==> src/rtl/inst_load_sequencer.sv <==
// Loads the instruction memory from a valid/ready stream, then optionally starts the core and tracks it until it finishes.
// Optional feature: define INST_LOAD_CHECKSUM_EN to add chksum_o, the XOR of the words accepted in the current load.
module inst_load_sequencer #(
   parameter int unsigned  RegAddrWidth     = 32,
   parameter int unsigned  InstMemDepth     = 128,
   localparam int unsigned InstMemAddrWidth = $clog2(InstMemDepth)
) (
   input  logic                        clk_i,
   input  logic                        rst_ni,
   input  logic                        clr_i,
   input  logic                        load_req_i,
   input  logic [InstMemAddrWidth-1:0] cfg_start_addr_i,
   input  logic [InstMemAddrWidth:0]   cfg_num_inst_i,
   input  logic                        cfg_autostart_i,
   input  logic [RegAddrWidth-1:0]     inst_data_i,
   input  logic                        inst_valid_i,
   output logic                        inst_ready_o,
   output logic                        inst_wr_mode_o,
   output logic [InstMemAddrWidth-1:0] inst_wr_addr_o,
   output logic                        inst_wr_addr_en_o,
   output logic [RegAddrWidth-1:0]     inst_wr_data_o,
   output logic                        inst_wr_data_en_o,
   output logic                        inst_pc_reset_o,
   output logic                        core_start_o,
   input  logic                        core_enable_i,
`ifdef INST_LOAD_CHECKSUM_EN
   output logic [RegAddrWidth-1:0]     chksum_o,
`endif
   output logic                        busy_o,
   output logic                        done_o,
   output logic                        err_o
);

   localparam logic [InstMemAddrWidth:0] DepthW = (InstMemAddrWidth+1)'(InstMemDepth);

   typedef enum logic [2:0] {
      StIdle,
      StAddr,
      StLoad,
      StFinish,
      StStart,
      StWaitEn,
      StRun
   } state_e;

   state_e                      state_q, state_d;
   logic [InstMemAddrWidth-1:0] cnt_q, cnt_d;
   logic [InstMemAddrWidth-1:0] start_q, start_d;
   logic [InstMemAddrWidth:0]   num_q, num_d;
   logic                        auto_q, auto_d;
   logic                        done_q, done_d;
   logic                        err_q, err_d;
   logic [InstMemAddrWidth:0]   range_end;
   logic                        reject;
   logic                        handshake;
   logic                        last_word;
`ifdef INST_LOAD_CHECKSUM_EN
   logic [RegAddrWidth-1:0]     chk_q, chk_d;
`endif

   // Range is checked at IMAW+1 bits so start+num == depth is still representable.
   assign range_end = {1'b0, cfg_start_addr_i} + cfg_num_inst_i;
   assign reject    = (cfg_num_inst_i == '0) || (range_end > DepthW);
   assign handshake = inst_valid_i && (state_q == StLoad);
   assign last_word = ({1'b0, cnt_q} == (num_q - 1'b1));

   // NOTE: every signal written here gets a default first, so no path can infer a latch.
   always_comb begin
      state_d = state_q;
      cnt_d   = cnt_q;
      start_d = start_q;
      num_d   = num_q;
      auto_d  = auto_q;
      done_d  = 1'b0;
      err_d   = 1'b0;
`ifdef INST_LOAD_CHECKSUM_EN
      chk_d   = chk_q;
`endif

      unique case (state_q)
         StIdle: begin
            if (load_req_i) begin
               if (reject) begin
                  err_d = 1'b1;
               end else begin
                  start_d = cfg_start_addr_i;
                  num_d   = cfg_num_inst_i;
                  auto_d  = cfg_autostart_i;
                  cnt_d   = '0;
                  state_d = StAddr;
`ifdef INST_LOAD_CHECKSUM_EN
                  chk_d   = '0;
`endif
               end
            end
         end
         StAddr:   state_d = StLoad;
         StLoad: begin
            if (handshake) begin
`ifdef INST_LOAD_CHECKSUM_EN
               chk_d = chk_q ^ inst_data_i;
`endif
               if (last_word) begin
                  cnt_d   = '0;
                  state_d = StFinish;
               end else begin
                  cnt_d = cnt_q + 1'b1;
               end
            end
         end
         StFinish: begin
            if (auto_q) begin
               state_d = StStart;
            end else begin
               done_d  = 1'b1;
               state_d = StIdle;
            end
         end
         StStart:  state_d = StWaitEn;
         StWaitEn: if (core_enable_i) state_d = StRun;
         StRun: begin
            if (!core_enable_i) begin
               done_d  = 1'b1;
               state_d = StIdle;
            end
         end
         default:  state_d = StIdle;
      endcase

      // Synchronous clear abandons any load in flight without signalling completion.
      if (clr_i) begin
         state_d = StIdle;
         cnt_d   = '0;
         done_d  = 1'b0;
         err_d   = 1'b0;
`ifdef INST_LOAD_CHECKSUM_EN
         chk_d   = '0;
`endif
      end
   end

   always_comb begin
      inst_ready_o      = 1'b0;
      inst_wr_mode_o    = 1'b0;
      inst_wr_addr_o    = '0;
      inst_wr_addr_en_o = 1'b0;
      inst_pc_reset_o   = 1'b0;
      core_start_o      = 1'b0;
      busy_o            = (state_q != StIdle);
      done_o            = done_q;
      err_o             = err_q;
      unique case (state_q)
         StAddr: begin
            inst_wr_mode_o    = 1'b1;
            inst_wr_addr_en_o = 1'b1;
            inst_wr_addr_o    = start_q;
         end
         StLoad: begin
            inst_wr_mode_o = 1'b1;
            inst_ready_o   = 1'b1;
         end
         StFinish: inst_pc_reset_o = 1'b1;
         StStart:  core_start_o    = 1'b1;
         default: ;
      endcase
   end

   assign inst_wr_data_o    = inst_data_i;
   assign inst_wr_data_en_o = handshake;
`ifdef INST_LOAD_CHECKSUM_EN
   assign chksum_o          = chk_q;
`endif

   // NOTE: sequential state uses non-blocking assignments so all flops update together at the edge.
   always_ff @(posedge clk_i or negedge rst_ni) begin
      if (!rst_ni) begin
         state_q <= StIdle;
         cnt_q   <= '0;
         start_q <= '0;
         num_q   <= '0;
         auto_q  <= 1'b0;
         done_q  <= 1'b0;
         err_q   <= 1'b0;
`ifdef INST_LOAD_CHECKSUM_EN
         chk_q   <= '0;
`endif
      end else begin
         state_q <= state_d;
         cnt_q   <= cnt_d;
         start_q <= start_d;
         num_q   <= num_d;
         auto_q  <= auto_d;
         done_q  <= done_d;
         err_q   <= err_d;
`ifdef INST_LOAD_CHECKSUM_EN
         chk_q   <= chk_d;
`endif
      end
   end

endmodule
==> config.mk <==
export PLATFORM = sky130hd
export DESIGN_NAME = inst_load_sequencer
export DESIGN_NICKNAME = d
export VERILOG_FILES = /design/src/rtl/inst_load_sequencer.sv
export SDC_FILE = /design/constraint.sdc
export NUM_CORES = 1
export LEC_CHECK = 0
export ABC_CLOCK_PERIOD_IN_PS = 3350
export CORE_ASPECT_RATIO = 1.1
export CORE_MARGIN = 2
export CORE_UTILIZATION = 43
export DETAILED_ROUTE_END_ITERATION = 8
export PLACE_DENSITY = 0.84
export SLEW_MARGIN = 10
export SYNTH_ARGS = -nofsm -noshare
export SYNTH_HDL_FRONTEND = slang
export SYNTH_SLANG_ARGS = --single-unit
==> constraint.sdc <==
create_clock -name clk_i -period 3.35 [get_ports clk_i]
set_clock_uncertainty 0.15 [all_clocks]
set_input_delay 0.8375 -clock clk_i [delete_from_list [all_inputs] [get_ports clk_i]]
set_output_delay 0.8375 -clock clk_i [all_outputs]
set_load 0.01 [all_outputs]
==> flow_metrics.env <==
export IMPL_drive_gt1_frac=0.272
export IMPL_whs_ps=362
export IMPL_p_leak_nw=1.32
export IMPL_yosysMostFrequentCell="buf_4"
export IMPL_tritoncts="built"
export IMPL_synth_cells=254
export IMPL_vias=2138
export IMPL_synth_ff_type="dfrtp_1"
export IMPL_avgViaCountPerCell=5.86
export IMPL_fin_crit_sh=0.994
export IMPL_dp_slack_ps=-514
export IMPL_dr_pass1_iters=5
export IMPL_fin_nets=355
export IMPL_synth_cell_types=60
export IMPL_p_per_area_mw_per_mm2=526
export IMPL_synth_top_area_cell="dfrtp_1"
export IMPL_design_die_area_sq_mm=0.00616
export IMPL_portBuffers=37
export IMPL_layout_setup_ws_ps=19.0
export IMPL_clockRootBuffer="clkbuf_8"
export IMPL_insertion_delay_ps=280
export IMPL_crit_fanout=8
export IMPL_slew_limit_headroom=0.647
export IMPL_grt_max_degree=29
export IMPL_setup_tns_ps=0
export IMPL_dp_final_hpwl_um=4370
export IMPL_grt_pass1_vias=2134
export IMPL_post_synth_top_area_fraction=0.294
export IMPL_critical_path_class="input port to flop"
export IMPL_drc_errors=0
export IMPL_wire_per_inst_um=17.5
export IMPL_hold_viol_final=0
export IMPL_end_kind="flop"
export IMPL_clk_pin_slew_ps=100
export IMPL_synth_common_cells="buf_4, dfrtp_1, nor2_1, nand2_1"
export IMPL_numCtsBuffers=3
export IMPL_ir_worst_vdd_v=0.000310
export IMPL_nFillCells=440
export IMPL_rsz0062_at_grt="true"
export IMPL_wl_um=6400
export IMPL_synth_nets=318
export IMPL_fmax_mhz=300
export IMPL_grt_use_total=0.207
export IMPL_grt_pass1_wl_um=9980
export IMPL_place_congestion=0.910
export IMPL_antenna_cells=0
export IMPL_synth_async_reset_ratio=1.00
export IMPL_die_w_um=75.0
export IMPL_cts_sink_count=28
export IMPL_start_util=0.445
export IMPL_yosys_top_cells_area="dfrtp_1, buf_4, mux2_4"
export IMPL_drv_cap=0
export IMPL_r2r_start="num_q[1]"
export IMPL_p_total_w=0.00159
export IMPL_startpoint_type="input port"
export IMPL_status="completed"
export IMPL_antenna_left=0
export IMPL_synth_edff_count=0
export IMPL_hold_path_class="flop to flop"
export IMPL_hold_start="start_q[1]"
export IMPL_num_rows=28
export IMPL_syn2layout_area_growth_pct=26.3
export IMPL_synth_area_sq_mm=0.00239
export IMPL_cp_arrival_ps=3360
export IMPL_required_ps=3380
export IMPL_die_h_um=82.1
export IMPL_worstMarginPinSlew_ps=525
export IMPL_cts_max_level=1
export IMPL_grt_overflow=0
export IMPL_io_pins=102
export IMPL_yosysWarnings=0
export IMPL_antenna_found_initial=0
export IMPL_crit_start="cfg_num_inst_i[0]"
export IMPL_maxSlewViolCount=0
export IMPL_multi_input_area_sq_mm=0.00148
export IMPL_ys_ff_latch=28
export IMPL_ys_seq_area_frac=0.294
export IMPL_drtIter0Drc=118
export IMPL_final_util=0.562
export IMPL_clock_path_buffers=2
export IMPL_ff_latch_area_sq_um=701
export IMPL_period_needed_ps=3330
export IMPL_setup_violations=0
export IMPL_hold_buffers=0
export IMPL_core_area_sq_mm=0.00536
export IMPL_avgSynthCellArea_sq_um=9.40
## flip-flops by register name (all words and copies together), names as in the netlist
register / flops
num_q: 8
state_q: 3
err_o: 1
start_q: 7
cnt_q: 7
auto_q: 1
done_o: 1
## routing by layer
layer / vias to the layer above / GRT usage / part of all wire
li1: 974 / - / -
met1: 1075 / 0.262 / 0.40
met2: 78 / 0.367 / 0.53
met3: 11 / 0.0146 / 0.050
met4: 0 / 0.0750 / 0.016
met5: - / 0 / 0
## cells in the final DEF, fill, tap and decap left out, types with 7 or more instances in the layout
cell type        count
buf_4               31
inv_1               11
nand2_1             12
dfrtp_1             28
nand3_1              9
mux2_4              10
clkdlybuf4s50_1     29
nor2_1              13
o21ai_0              7
nor3_1              10
and2_1               8
## report_power, final
group,internal [W],switching [W],leakage (nW),total (W)
registers,0.000433,0.000121,0.353,0.000555
clock network,0.000160,0.000116,0.0357,0.000276
logic,0.000408,0.000348,0.929,0.000756
total,0.00100,0.000585,1.32,0.00159
## layout make-up
type                            count  area share
Tap cell                           75      0.0311
Sequential cell                    28       0.232
Inverter                           11      0.0137
Timing Repair Buffer               69       0.208
Clock buffer                        3      0.0137
Multi-Input combinational cell    178       0.491
Clock inverter                      1     0.00996
## cells by family after synthesis
logic type      synth area share
fa+ha+maj                 0.0556
compound gates             0.164
buf+inv                    0.131
mux                       0.0954
xor+xnor                  0.0294
flops                      0.294
simple gates               0.232
## what timing repair did
action,in CTS,in global routing
cloned,1,0
setup endpoints to repair,24,24
hold endpoints to repair,0,0
pin swaps,6,8
setup buffers,2,3
gates resized for setup,9,14
## worst max-delay path, stage by stage
cell	delay, ps
dlygate4sd2_1	250
ha_2	210
fa_2	390
a211oi_4	280
o21bai_1	110
a2111o_1	450
nor4_4	180
buf_4	170
nor2_4	40
buf_12	140
mux2_4	290
## final timing paths
kind                               to  slack, ps  cells after the start
min in group asynchronous  start_q[3]        800                      2
setup / recovery             num_q[2]         20                     11
hold / removal             start_q[1]        360                      1
max in group asynchronous  state_q[2]       1970                      2
hold reg to reg            start_q[1]        360                      1
setup reg to reg           state_q[0]        540                      8
## per-stage QoR
stage / instance area (sq um) / std cells
6_report: 3010 / 365
5_1_grt: 3010 / 365
4_1_cts: 2890 / 362
3_5_place_dp: 2780 / 355
3_3_place_gp: 2780 / 355
2_1_floorplan: 2390 / 254
Power figures use the tool's default switching activity.
